--- config.mk ---
export PLATFORM = sky130hd
export DESIGN_NAME = seq_capture
export DESIGN_NICKNAME = d
export VERILOG_FILES = /design/src/rtl/seq_pkg.sv /design/src/rtl/seq_fifo.sv /design/src/rtl/seq_capture.sv
export SDC_FILE = /design/constraint.sdc
export NUM_CORES = 1
export LEC_CHECK = 0
export CORE_MARGIN = 2
export CORE_UTILIZATION = 62
export DETAILED_ROUTE_END_ITERATION = 16
export PLACE_DENSITY = 0.83
export SLEW_MARGIN = 20
export SYNTH_ARGS = -nofsm -noshare
export SYNTH_HDL_FRONTEND = slang
export SYNTH_SLANG_ARGS = --single-unit
--- constraint.sdc ---
create_clock -name clk -period 8.6 [get_ports clk]
set_input_delay 1.72 -clock clk [delete_from_list [all_inputs] [get_ports clk]]
set_output_delay 1.72 -clock clk [all_outputs]
set_load 0.05 [all_outputs]
--- src/rtl/seq_pkg.sv ---
// Shared types and constants for the sequence-capture block.
package seq_pkg;

  // Default sample width of the upstream sequence generator.
  localparam int SEQ_WIDTH = 32;

  // Capture FSM states.
  typedef enum logic [1:0] {
    WAIT_FIRST = 2'd0,
    CAPTURE    = 2'd1,
    HALT       = 2'd2
  } state_t;

  // One generator sample.
  typedef logic [SEQ_WIDTH-1:0] seq_t;

endpackage : seq_pkg

--- src/rtl/seq_fifo.sv ---
// First-word-fall-through FIFO with a registered head.
// Full/empty come from the occupancy count, never from pointer equality.
module seq_fifo
  import seq_pkg::*;
#(
  parameter int WIDTH = SEQ_WIDTH,
  parameter int DEPTH = 8
) (
  input  logic                       clk,
  input  logic                       reset,
  input  logic                       push,
  input  logic [WIDTH-1:0]           push_data,
  input  logic                       pop,
  output logic [WIDTH-1:0]           head,
  output logic                       empty,
  output logic                       full,
  output logic [$clog2(DEPTH+1)-1:0] level
);

  localparam int PTR_W = $clog2(DEPTH);
  localparam int LVL_W = $clog2(DEPTH+1);

  logic [WIDTH-1:0] r_mem [DEPTH];
  logic [PTR_W-1:0] r_wr_ptr;
  logic [PTR_W-1:0] r_rd_ptr;
  logic [LVL_W-1:0] r_level;
  logic [WIDTH-1:0] r_head;

  logic             w_empty;
  logic             w_full;
  logic             w_rd;
  logic             w_wr;
  logic [PTR_W-1:0] w_rd_ptr_inc;
  logic [WIDTH-1:0] w_head_nxt;

  assign w_empty      = (r_level == LVL_W'(0));
  assign w_full       = (r_level == LVL_W'(DEPTH));
  assign w_rd         = pop & ~w_empty;
  assign w_wr         = push & (~w_full | w_rd);
  assign w_rd_ptr_inc = r_rd_ptr + PTR_W'(1);

  // Next head: the following entry after a pop, or the incoming word when
  // it is the only thing left in (or entering) the FIFO; otherwise hold.
  always_comb begin
    w_head_nxt = r_head;
    if (w_rd) begin
      if (r_level > LVL_W'(1)) begin
        w_head_nxt = r_mem[w_rd_ptr_inc];
      end else if (w_wr) begin
        w_head_nxt = push_data;
      end else begin
        w_head_nxt = r_head;
      end
    end else if (w_wr && w_empty) begin
      w_head_nxt = push_data;
    end else begin
      w_head_nxt = r_head;
    end
  end

  // Storage array; contents need no reset since occupancy gates visibility.
  always_ff @(posedge clk) begin
    if (w_wr) begin
      r_mem[r_wr_ptr] <= push_data;
    end
  end

  // Pointers, occupancy and head register.
  always_ff @(posedge clk or posedge reset) begin
    if (reset) begin
      r_wr_ptr <= '0;
      r_rd_ptr <= '0;
      r_level  <= '0;
      r_head   <= '0;
    end else begin
      r_head <= w_head_nxt;
      if (w_wr) begin
        r_wr_ptr <= r_wr_ptr + PTR_W'(1);
      end
      if (w_rd) begin
        r_rd_ptr <= w_rd_ptr_inc;
      end
      if (w_wr && !w_rd) begin
        r_level <= r_level + LVL_W'(1);
      end else if (w_rd && !w_wr) begin
        r_level <= r_level - LVL_W'(1);
      end
    end
  end

  assign head  = r_head;
  assign empty = w_empty;
  assign full  = w_full;
  assign level = r_level;

endmodule : seq_fifo

--- src/rtl/seq_capture.sv ---
// Consumer of the free-running sequence generator: drops the post-reset
// leading zero, detects 32-bit wrap (a decrease of a non-decreasing
// sequence), buffers accepted samples and streams them out valid/ready.
module seq_capture
  import seq_pkg::*;
#(
  parameter int WIDTH = SEQ_WIDTH,
  parameter int DEPTH = 8,
  parameter int CNT_W = 16
) (
  input  logic                       clk,
  input  logic                       reset,
  input  logic [WIDTH-1:0]           seq_i,
  input  logic                       en_i,
  output logic [WIDTH-1:0]           data_o,
  output logic                       valid_o,
  input  logic                       ready_i,
  output logic [$clog2(DEPTH+1)-1:0] level_o,
  output logic [CNT_W-1:0]           drop_cnt_o,
  output logic                       wrap_o
);

  state_t           r_state;
  state_t           w_state_cand;
  state_t           w_state_nxt;
  logic [WIDTH-1:0] r_prev;
  logic             r_wrap;
  logic [CNT_W-1:0] r_drop_cnt;

  logic             w_push_req;
  logic             w_prev_upd;
  logic             w_set_wrap;
  logic             w_empty;
  logic             w_full;
  logic             w_pop;
  logic             w_accept;
  logic             w_drop;

  // Capture decision: enable first, then per-state sample qualification.
  always_comb begin
    w_push_req   = 1'b0;
    w_prev_upd   = 1'b0;
    w_set_wrap   = 1'b0;
    w_state_cand = r_state;
    if (!en_i) begin
      w_state_cand = WAIT_FIRST;
    end else begin
      case (r_state)
        WAIT_FIRST: begin
          if (seq_i != '0) begin
            w_push_req   = 1'b1;
            w_prev_upd   = 1'b1;
            w_state_cand = CAPTURE;
          end else begin
            w_state_cand = WAIT_FIRST;
          end
        end
        CAPTURE: begin
          if (seq_i >= r_prev) begin
            w_push_req   = 1'b1;
            w_prev_upd   = 1'b1;
            w_state_cand = CAPTURE;
          end else begin
            w_set_wrap   = 1'b1;
            w_state_cand = HALT;
          end
        end
        HALT: begin
          w_state_cand = HALT;
        end
        default: begin
          w_state_cand = WAIT_FIRST;
        end
      endcase
    end
  end

  // A full FIFO still takes a sample when the head leaves in the same cycle.
  assign w_pop       = ~w_empty & ready_i;
  assign w_accept    = w_push_req & (~w_full | w_pop);
  assign w_drop      = w_push_req & w_full & ~w_pop;
  // A dropped sample leaves the FSM where it was.
  assign w_state_nxt = w_drop ? r_state : w_state_cand;

  // FSM state, last-seen sample, sticky wrap flag and saturating drop count.
  always_ff @(posedge clk or posedge reset) begin
    if (reset) begin
      r_state    <= WAIT_FIRST;
      r_prev     <= '0;
      r_wrap     <= 1'b0;
      r_drop_cnt <= '0;
    end else begin
      r_state <= w_state_nxt;
      if (w_prev_upd) begin
        r_prev <= seq_i;
      end
      if (w_set_wrap) begin
        r_wrap <= 1'b1;
      end
      if (w_drop && (r_drop_cnt != '1)) begin
        r_drop_cnt <= r_drop_cnt + CNT_W'(1);
      end
    end
  end

  seq_fifo #(
    .WIDTH (WIDTH),
    .DEPTH (DEPTH)
  ) u_fifo (
    .clk       (clk),
    .reset     (reset),
    .push      (w_accept),
    .push_data (seq_i),
    .pop       (w_pop),
    .head      (data_o),
    .empty     (w_empty),
    .full      (w_full),
    .level     (level_o)
  );

  assign valid_o    = ~w_empty;
  assign drop_cnt_o = r_drop_cnt;
  assign wrap_o     = r_wrap;

endmodule : seq_capture

Word-level counts from Yosys, hierarchy flattened
Memory sizes are Yosys's and may differ from the RTL's.
Index checks and enable logic that the tools add are counted.
{"block": "op_classes", "addsub": 5, "magnitude_cmp": 2, "n_eq_ne": 5, "mux": 19, "bitwise_logic": 11, "reduce_logical": 12}
{"op": "$mux 32", "count": 4}
{"op": "$ge 32x32->1", "count": 1}
{"op": "$reduce_bool 32->1", "count": 1}
{"op": "$add 16x1->16 const B", "count": 1}
{"op": "$ne 16x16->1 const B", "count": 1}
{"op": "$mux 1", "count": 9}
{"op": "$mux 4", "count": 2}
{"op": "$add 3x1->3 const B", "count": 2}
{"op": "$and 1x1->1", "count": 6}
{"op": "$pmux 2 s3", "count": 1}
{"op": "$add 4x1->4 const B", "count": 1}
{"op": "$eq 4x4->1 const B", "count": 1}
{"op": "$gt 4x1->1 const B", "count": 1}
{"op": "$logic_and 1x1->1", "count": 4}
{"op": "$logic_not 4->1", "count": 1}
{"op": "$mux 2", "count": 2}
{"op": "$reduce_bool 2->1", "count": 2}
{"op": "$sub 4x1->4 const B", "count": 1}
{"op": "$ne 3x3->1 const B", "count": 1}
{"op": "$not 1->1", "count": 3}
{"op": "$eq 2x1->1 const B", "count": 1}
{"op": "$eq 2x2->1 const B", "count": 1}
{"op": "$logic_not 1->1", "count": 2}
{"op": "$logic_not 2->1", "count": 1}
{"op": "3 further kinds", "count": 4}
{"block": "word_totals", "regBits": 93, "mem_bits_rw": 256, "in_bits": 36, "n_memories": 1}
{"name": "u_fifo.r_mem", "words": 8, "word_bits": 32, "read_ports": 1, "rd_clocked_by_memory_dff": 0, "write_ports": 1, "line_no": "seq_fifo.sv:23", "source": "logic [WIDTH-1:0] r_mem [DEPTH];"}

Logic depth before layout (Yosys ltp)
Gate-level depths: netlist of the first run.
{"block": "logic_depth", "word_depth": 10, "mapped_depth": 14, "ltp_nobuf": 13}

Cells and area by module
Synthesis of the first run repeated with hierarchy kept, for this count alone.
{"block": "unflattened", "hier_cells": 1031, "hier_area_um2": 14890.5}
{"mod": "seq_fifo", "n_inst": 1, "cells_per_inst": 743, "area_each_um2": 11855.1, "seq_area_each_um2": 8738.4}
{"mod": "seq_capture", "n_inst": 1, "cells_per_inst": 288, "area_each_um2": 3035.4, "seq_area_each_um2": 1276.2}

Worst setup path before layout of the first run
No wires, ideal clock.
{"block": "synth_timing", "kind": "input -> register", "start": "in seq_i[29]", "end": "mem u_fifo.r_mem[4][0] in the netlist's numbering, enable pin", "setup_ns": 0.513, "arrival_time_ns": 6.687, "required_time_ns": 8.087, "slack_ns": 1.400, "stages": 9, "path_buffers": 1, "path_cell_list": "ha_1 -> nand4_2 -> nor4_2 -> nand2_1 -> a31oi_2 -> o21ai_2 -> or2_2 -> buf_2 -> nor4b_1"}
{"block": "synth_between", "elab_chain_len": 8, "elab_cells_between_ends": 10, "cone_classes": "order compare (1); mux (6); bitwise (2); reduce/logical (1)"}
{"item": "start: declaration", "line_no": "seq_capture.sv:13", "source": "input logic [WIDTH-1:0] seq_i,"}
{"item": "$ge 32x32->1 / $reduce_bool 32->1 (equally long branches)", "line_no": "seq_capture.sv:59, seq_capture.sv:50"}
{"item": "$mux 1, on equally long branches", "line_no": "seq_capture.sv:59, seq_capture.sv:50"}
{"item": "$pmux 1 s2 *", "line_no": "seq_capture.sv:48", "source": "case (r_state)"}
{"item": "$mux 1 *", "line_no": "seq_capture.sv:45", "source": "if (!en_i) begin"}
{"item": "$and 1x1->1 *", "line_no": "seq_capture.sv:80", "source": "assign w_accept = w_push_req & (~w_full | w_pop);"}
{"item": "$and 1x1->1 *", "line_no": "seq_fifo.sv:39", "source": "assign w_wr = push & (~w_full | w_rd);"}
{"item": "$mux 1 *", "line_no": "seq_fifo.sv:63", "source": "if (w_wr) begin"}
{"item": "$mux 1 (not written as such) *", "line_no": "seq_fifo.sv:64", "source": "r_mem[r_wr_ptr] <= push_data;"}
{"item": "end: declaration", "line_no": "seq_fifo.sv:23"}
Mark *: on every way between the ends. The rest lies on a longest branch, timed or not.

Worst setup path after layout of the first run
{"block": "layout_timing", "start": "in seq_i[21]", "end": "reg u_fifo.r_head[21], in the netlist u_fifo.head[21]"}
{"block": "layout_between", "elab_chain_len": 9, "elab_cells_between_ends": 16, "cone_classes": "order compare (1); eq/ne (1); mux (8); bitwise (2); reduce/logical (4)"}
{"item": "$ge 32x32->1 / $reduce_bool 32->1 (equally long branches)", "line_no": "seq_capture.sv:59, seq_capture.sv:50"}
{"item": "$mux 1, on equally long branches", "line_no": "seq_capture.sv:59, seq_capture.sv:50"}
{"item": "$pmux 1 s2", "line_no": "seq_capture.sv:48"}
{"item": "$mux 1", "line_no": "seq_capture.sv:45"}
{"item": "$and 1x1->1", "line_no": "seq_capture.sv:80"}
{"item": "$and 1x1->1", "line_no": "seq_fifo.sv:39"}
{"item": "$logic_and 1x1->1", "line_no": "seq_fifo.sv:54", "source": "end else if (w_wr && w_empty) begin"}
{"item": "$reduce_bool 2->1 (no line)"}
{"item": "$reduce_and 2->1 (no line)"}
{"item": "end signal: assignment", "line_no": "seq_fifo.sv:76", "source": "r_head <= w_head_nxt;"}
{"item": "end: declaration", "line_no": "seq_fifo.sv:27", "source": "logic [WIDTH-1:0] r_head;"}
Parallel ways exist; a longest one is shown, timed or not. The select of a mux whose other input is x is not followed.
A chain may end at the register's enable or synchronous reset.

==> flow_metrics.tcl, run 1 <==
set metrics [dict create \
    status "finished clean" \
    synthArstFlopShare_pct 26.65 \
    grt_setup_unrepaired "no" \
    postCtsHoldBufs 0 \
    grt_pass1_vias 8291 \
    p_sw_share_pct 34.19 \
    synth_xor_xnor_area_share_pct 1.430 \
    slew_headroom_pct 31.73 \
    instances_no_fill 1302 \
    power_frac_comb_pct 39.1 \
    powerDensity_mw_per_mm2 372.0 \
    r2r-start "r_prev[21]" \
    cp-startpoint "seq_i[21]" \
    post_cts_buffers 0 \
    worstSetupPathType "primary input to flop" \
    synth.most_common_cell "edfxtp_1" \
    n_antenna_cell 0 \
    seqPwrFrac_pct 37.4 \
    setup_viol 0 \
    crit_buf_inv 2 \
    period_share_pct 60.71 \
    skew_ns 0.01043 \
    drt_iter0_drc 695 \
    tightest_slew_ns 1.016 \
    dieArea_mm2 0.02496 \
    synth_top_family_by_area "multiplexers" \
    ioPinCount 90 \
    total_leakage_power_nw 6.441 \
    path_clk_slew_ns 0.06 \
    cts_buffers 36 \
    switchingPower_w 0.002185 \
    hold_viol_final 0 \
    synth_cells 850 \
    core_mm2 0.02340 \
    synth.distinct_cells 45 \
    port_buffers 89 \
    synth_seq_area_share_pct 68.12 \
    area_growth_pct 16.88 \
    worstPathArrival_ns 5.60 \
    holdCritPathClass "flop to flop" \
    synth_top_area_share_pct 52.29 \
    synth-edff-count 256 \
    num_vias 7902 \
    rows 56 \
    grt_max_degree 66 \
    crit_family "compound AO/OA/AOI/OAI gates" \
    tns_ns 0 \
    vias_per_cell 6.069 \
    min_period_ns 5.221 \
    yosys_most_used_dff "edfxtp_1" \
    yosysWarningCount 0 \
    post-place-cells 1237 \
    worstHoldStart "drop_cnt_o[11]" \
    cp-end-kind "flop" \
    nFillCells 1413 \
    grt.total_usage_pct 25.31 \
    synth_top_area_cell "edfxtp_1" \
    ys_ff_latch 349 \
    slowest_delay_ns 0.72 \
    drc 0 \
    gp_congestion 0.8177 \
    worst_path_max_delay_cell "clkdlybuf4s50_1" \
    grt-ovfl-total 0 \
    die_y_um 158.0 \
    yosys-top-cells-area "edfxtp_1, dfrtp_1, mux4_2" \
    synthMuxAreaShare_pct 17.84 \
    timing.fmax_mhz 191.5 \
    drive_gt1_share_pct 22.58 \
    synth.avg_cell_area_um2 17.30 \
    vdd_drop_max_mv 0.3351 \
    die_w_um 158.0 \
    synth_fa_ha_area_share_pct 3.319 \
    internal-power_w 0.004206 \
    p_clk_share_pct 23.5 \
    antenna_found_initial 0 \
    fin_nets 1032 \
    synth_compound_area_share_pct 2.553 \
    grt_pass1_wl_mm 46.85 \
    start_util_pct 62.82 \
    ctsResizeCount 0 \
    dpl_cell_area_mm2 0.01602 \
    cp_max_fo 18 \
    clk_latency_ns 0.50 \
    crit_path_start_kind "primary input" \
    syn-num-nets 925 \
    synth_simple_gate_area_share_pct 4.553 \
    cts.sinks 349 \
    clock_tree.buffer_depth 3 \
    drtPass1Iterations 5 \
    synth_common_cells "edfxtp_1, dfrtp_1, mux4_2" \
    worst_slack_ns 3.379 \
    synth_area_mm2 0.01470 \
    wire_per_inst_um 23.33 \
    design_area_mm2 0.01718 \
    slew_viol_final 0 \
    required_ns 8.98 \
    cts_tree "built" \
    htree_levels 2 \
    dp_hpwl_mm 16.88 \
    drtAntennaViolNets 0 \
    wirelength_mm 30.38 \
    crit_chain "clkdlybuf4s50_1 -> ha_1 -> a21oi_1 -> o21ai_0 -> a2111oi_0 -> o211ai_1 -> o21ai_4 -> or3b_2 -> buf_4 -> mux2_4" \
    maxCapViolations 0 \
    root_buffer "clkbuf_16" \
    dp_slack_ns 2.935 \
]
## worst reg2reg max path, stage by stage (launching register included)
cell	delay, ns
dfrtp_1	0.35
inv_1	0.05
ha_1	0.28
a21oi_1	0.15
o21ai_0	0.13
a2111oi_0	0.45
o211ai_1	0.28
o21ai_4	0.33
or3b_2	0.61
buf_4	0.54
mux2_4	0.36
## registers in the layout (all words and copies together) (netlist names)
register	flops
r_state	2
u_fifo.r_mem	256
r_prev	32
drop_cnt_o	16
u_fifo.level	4
u_fifo.r_rd_ptr	3
wrap_o	1
u_fifo.head	32
u_fifo.r_wr_ptr	3
## layout by cell type, fill, tap and decap left out, types with 3 or more instances in the layout
| cell | synthesis | final |
|---|---|---|
| xnor2_1 | 4 | 4 |
| o21ai_0 | 39 | 39 |
| nor4_1 | 13 | 12 |
| mux2_2 | 35 | 35 |
| or4_1 | 5 | 5 |
| clkdlybuf4s50_1 | 0 | 89 |
| clkbuf_1 | 18 | 3 |
| nand3_1 | 6 | 6 |
| clkbuf_8 | 0 | 4 |
| clkinv_1 | 0 | 4 |
| dfrtp_1 | 93 | 92 |
| buf_4 | 0 | 15 |
| nand2b_1 | 3 | 3 |
| edfxtp_1 | 256 | 256 |
| ha_1 | 39 | 38 |
| inv_1 | 40 | 39 |
| clkinvlp_4 | 0 | 4 |
| mux2i_1 | 34 | 34 |
| nor2_1 | 15 | 14 |
| nand2_1 | 58 | 58 |
| a21oi_1 | 19 | 19 |
| xor2_1 | 20 | 19 |
| and3_1 | 3 | 3 |
| nand4_1 | 7 | 7 |
| clkinv_2 | 0 | 10 |
| nor3_1 | 6 | 4 |
| mux2_4 | 29 | 29 |
| clkbuf_16 | 0 | 37 |
| mux4_2 | 64 | 64 |
## power groups by stage
| stage | clock network (W) | registers (W) | logic (W) |
|---|---|---|---|
| after CTS | 0.00152 | 0.00239 | 0.00252 |
| after detailed placement | 0 | 0.00242 | 0.00248 |
| after global routing | 0.00158 | 0.00243 | 0.00268 |
| final | 0.00150 | 0.00239 | 0.00250 |
| after floorplan | 0 | 0.00264 | 0.00158 |
| after global placement | 0 | 0.00240 | 0.00241 |
## metrics by stage
step | hold slack, ns | power (W) | utilization [%]
floorplan | 0.4535 | 0.004218 | -
global placement | 0.4676 | 0.004810 | 68.43
detailed placement | 0.4750 | 0.004898 | 68.43
CTS | 0.4886 | 0.006430 | 73.34
global route | 0.5194 | 0.006689 | 73.42
finish | 0.4892 | 0.006391 | 73.42
## path summary, 6_finish.rpt
check | endpoint | slack, ns | depth (start not counted)
max | u_fifo.head[21] | 3.38 | 10
min | drop_cnt_o[11] | 0.49 | 1
max reg2reg | u_fifo.head[21] | 4.96 | 10
min reg2reg | drop_cnt_o[11] | 0.49 | 1
max in group asynchronous | u_fifo.head[21] | 5.75 | 3
min in group asynchronous | drop_cnt_o[9] | 1.66 | 2
## area by class of cell
type | count | area [um2] | share of cell area, %
flip-flops and latches | 349 | 10020 | 58.31
multi-input cells | 425 | 4442 | 25.85
repair buffers | 105 | 1023 | 5.956
clock buffers | 44 | 992.2 | 5.774
well taps | 319 | 399.1 | 2.323
clock inverters | 20 | 155.1 | 0.9029
inverters | 40 | 152.6 | 0.8884
## kinds of logic (layout without fill, tap and decap cells)
group                      count (synthesis)  count (layout)
AOI/OAI and AO/OA                         68              68
muxes                                    163             163
adders and majority gates                 39              39
buffers and inverters                     76             209
DFF                                      349             349
and+or+nand+nor                          131             131
xor gates and xnor gates                  24              24
## per-layer routing
layer,wire length [um],up-vias,track usage [%]
met5,0,-,0
li1,-,3492,-
met4,696,0,7.722
met1,12430,4081,33.79
met2,15570,272,43.15
met3,1683,57,4.489
Note: power is estimated with default switching activity, not from simulation.
==> run 2, diff against run 1 <==
--- a/config.mk
+++ b/config.mk
@@ -6,9 +6,9 @@
 export NUM_CORES = 1
 export LEC_CHECK = 0
 export CORE_MARGIN = 2
-export CORE_UTILIZATION = 62
+export CORE_UTILIZATION = 59
 export DETAILED_ROUTE_END_ITERATION = 16
-export PLACE_DENSITY = 0.83
+export PLACE_DENSITY = 0.79
 export SLEW_MARGIN = 20
 export SYNTH_ARGS = -nofsm -noshare
 export SYNTH_HDL_FRONTEND = slang
==> constraint.sdc (replaced) <==
create_clock -name clk -period 5.2 [get_ports clk]
set_input_delay 1.04 -clock clk [delete_from_list [all_inputs] [get_ports clk]]
set_output_delay 1.04 -clock clk [all_outputs]
set_load 0.05 [all_outputs]
==> run 2 against run 1 <==
Sequential cell count unchanged. Global-route usage fell by 0.30 points. Core utilization decreased by 1.8 points. Sequential share of layout area decreased by 0.96 points. Worst setup slack got worse by 2.5 ns. Clock power increased by 68%. Wire length rose by 2.8%. Non-clock buffer count up 26. Critical path type unchanged. Final cell count grew 2.7%. Design area rose by 1.7%. Register-to-register slack got worse by 3.3 ns. Via count rose by 1.2%.
==> flow_metrics.tcl, run 2 (same netlist as run 1, synthesis figures left out) <==
set metrics [dict create \
    vias_per_cell 5.982 \
    status "finished clean" \
    cts_tree "built" \
    worstPathArrival_ns 4.80 \
    grt-ovfl-total 0 \
    area_growth_pct 18.83 \
    clk_latency_ns 0.52 \
    min_period_ns 4.366 \
    timing.fmax_mhz 229.0 \
    holdCritPathClass "flop to flop" \
    period_share_pct 83.97 \
    crit_chain "clkdlybuf4s50_1 -> inv_1 -> ha_1 -> nand2b_1 -> a2111oi_0 -> nand4b_1 -> a31oi_2 -> o21ai_4 -> or2_2 -> inv_1 -> ha_1 -> or4_1 -> a21oi_1 -> xor2_1" \
    reg2reg_to "u_fifo.level[3]" \
    power_frac_comb_pct 39.5 \
    antenna_found_initial 0 \
    tns_ns 0 \
    grt_setup_unrepaired "no" \
    wirelength_mm 31.23 \
    setup_viol 0 \
    cp_max_fo 10 \
    postCtsHoldBufs 0 \
    internal-power_w 0.007035 \
    worstHoldStart "drop_cnt_o[8]" \
    top_register "u_fifo.r_mem" \
    switchingPower_w 0.003665 \
    n_antenna_cell 0 \
    drc 0 \
    worst_path_max_delay_cell "clkdlybuf4s50_1" \
    dieArea_mm2 0.02620 \
    vdd_drop_max_mv 0.3150 \
    crit_path_start_kind "primary input" \
    instances_no_fill 1337 \
    total_leakage_power_nw 6.613 \
    nFillCells 1522 \
    root_buffer "clkbuf_16" \
    worst_slack_ns 0.8338 \
    die_w_um 161.9 \
    slew_headroom_pct 26.15 \
    path_clk_slew_ns 0.06 \
    maxCapViolations 0 \
    rows 57 \
    cts_buffers 37 \
    grt_pass1_vias 8505 \
    dp_hpwl_mm 18.54 \
    ioPinCount 90 \
    slew_viol_final 0 \
    largest_reg_flops 256 \
    gp_congestion 0.7405 \
    post-place-cells 1269 \
    start_util_pct 60.27 \
    core_mm2 0.02439 \
    htree_levels 2 \
    drtPass1Iterations 5 \
    min_path_cells 1 \
    drt_iter0_drc 684 \
    cts.sinks 349 \
    worstSetupPathType "primary input to flop" \
    grt_max_degree 62 \
    tightest_slew_ns 1.106 \
    final_common_cell "edfxtp_1" \
    fin_nets 1059 \
    grt_pass1_wl_mm 49.26 \
    multi_input_area_mm2 0.004493 \
    skew_ns 0.01502 \
    final_cell_mix "edfxtp_1, dfrtp_1, clkdlybuf4s50_1" \
    num_vias 7998 \
    r2r-start "r_prev[21]" \
    hold_viol_final 0 \
    required_ns 5.63 \
    slowest_delay_ns 0.68 \
    cp-end-kind "flop" \
    post_cts_buffers 0 \
    ctsResizeCount 0 \
    clock_tree.buffer_depth 3 \
    drive_gt1_share_pct 23.79 \
    seqPwrFrac_pct 37.0 \
    port_buffers 89 \
    p_clk_share_pct 23.5 \
    hold_end "drop_cnt_o[8]" \
    dp_slack_ns 0.3290 \
    r2r_cells 13 \
    wire_per_inst_um 23.36 \
    p_sw_share_pct 34.25 \
    utilization_pct 71.62 \
    powerDensity_mw_per_mm2 612.5 \
    drtAntennaViolNets 0 \
    seq_area_mm2 0.01002 \
    grt.total_usage_pct 25.00 \
    die_y_um 161.9 \
    r2r_setup_slack_ns 1.68 \
]
==> run 2: cell count changes in the layout (fill, tap and decap cells not counted), sizes merged <==
| cell | previous run | this run |
|---|---|---|
| clkinvlp | 4 | 0 |
| inv | 40 | 42 |
| clkinv | 14 | 8 |
| buf | 16 | 42 |
| bufinv | 2 | 1 |
| clkbuf | 44 | 57 |
==> run 2: power by group through the flow <==
stage	combinational [W]	clock [W]	sequential (W)
after CTS	0.00427	0.00256	0.00396
after global routing	0.00453	0.00267	0.00402
final	0.00422	0.00252	0.00396
after floorplan	0.00262	0	0.00436
after detailed placement	0.00423	0	0.00401
after global placement	0.00414	0	0.00397
==> run 2: final cells by class <==
cell class	instances	area share (%)
tap	324	2.321
clock inverter	11	0.4870
timing repair buffer	131	7.048
inverter	40	0.8738
multi-input combinational	425	25.72
clock buffer	57	6.203
sequential	349	57.35
==> run 2: per-layer routing <==
layer | GRT usage, % | share of wire, % | vias to the layer above | routed length [um]
met1 | 34.40 | 41 | 4103 | 12880
met2 | 41.88 | 51 | 283 | 15810
met4 | 7.401 | 2.1 | 0 | 664
met5 | 0 | 0 | - | 0
li1 | - | - | 3557 | -
met3 | 4.188 | 6.0 | 55 | 1880
==> run 2: metrics by stage <==
step / instance area (um2) / power, W / hold WS (ns)
after floorplan: 14740 / 0.006982 / 0.4535
after global placement: 16300 / 0.008114 / 0.4766
after detailed placement: 16300 / 0.008236 / 0.4830
after CTS: 17470 / 0.01079 / 0.4987
after global routing: 17470 / 0.01122 / 0.5137
final: 17470 / 0.01070 / 0.4942
==> run 2: how the worst max path moves through the flow <==
stage | from | endpoint | slack (ns) | cells after the start
final | seq_i[0] | u_fifo.level[3] | 0.83 | 14
after global routing | seq_i[0] | u_fifo.level[3] | 0.47 | 14
after CTS | seq_i[0] | u_fifo.level[3] | 0.86 | 14
after detailed placement | seq_i[0] | u_fifo.level[3] | 0.33 | 14
after global placement | seq_i[30] | u_fifo.r_mem[5][15] | 0.45 | 10
after floorplan | seq_i[29] | u_fifo.r_mem[4][0] | 0.27 | 9
==> run 2: critical path, delay by kind of cell <==
kind / cells / cell delay [ns]
AO/OA/AOI/OAI: 4 / 1.04
XOR/XNOR: 1 / 0.15
adder cells (fa/ha/maj): 2 / 0.57
buffers and inverters: 3 / 0.94
AND/OR/NAND/NOR: 4 / 1.04
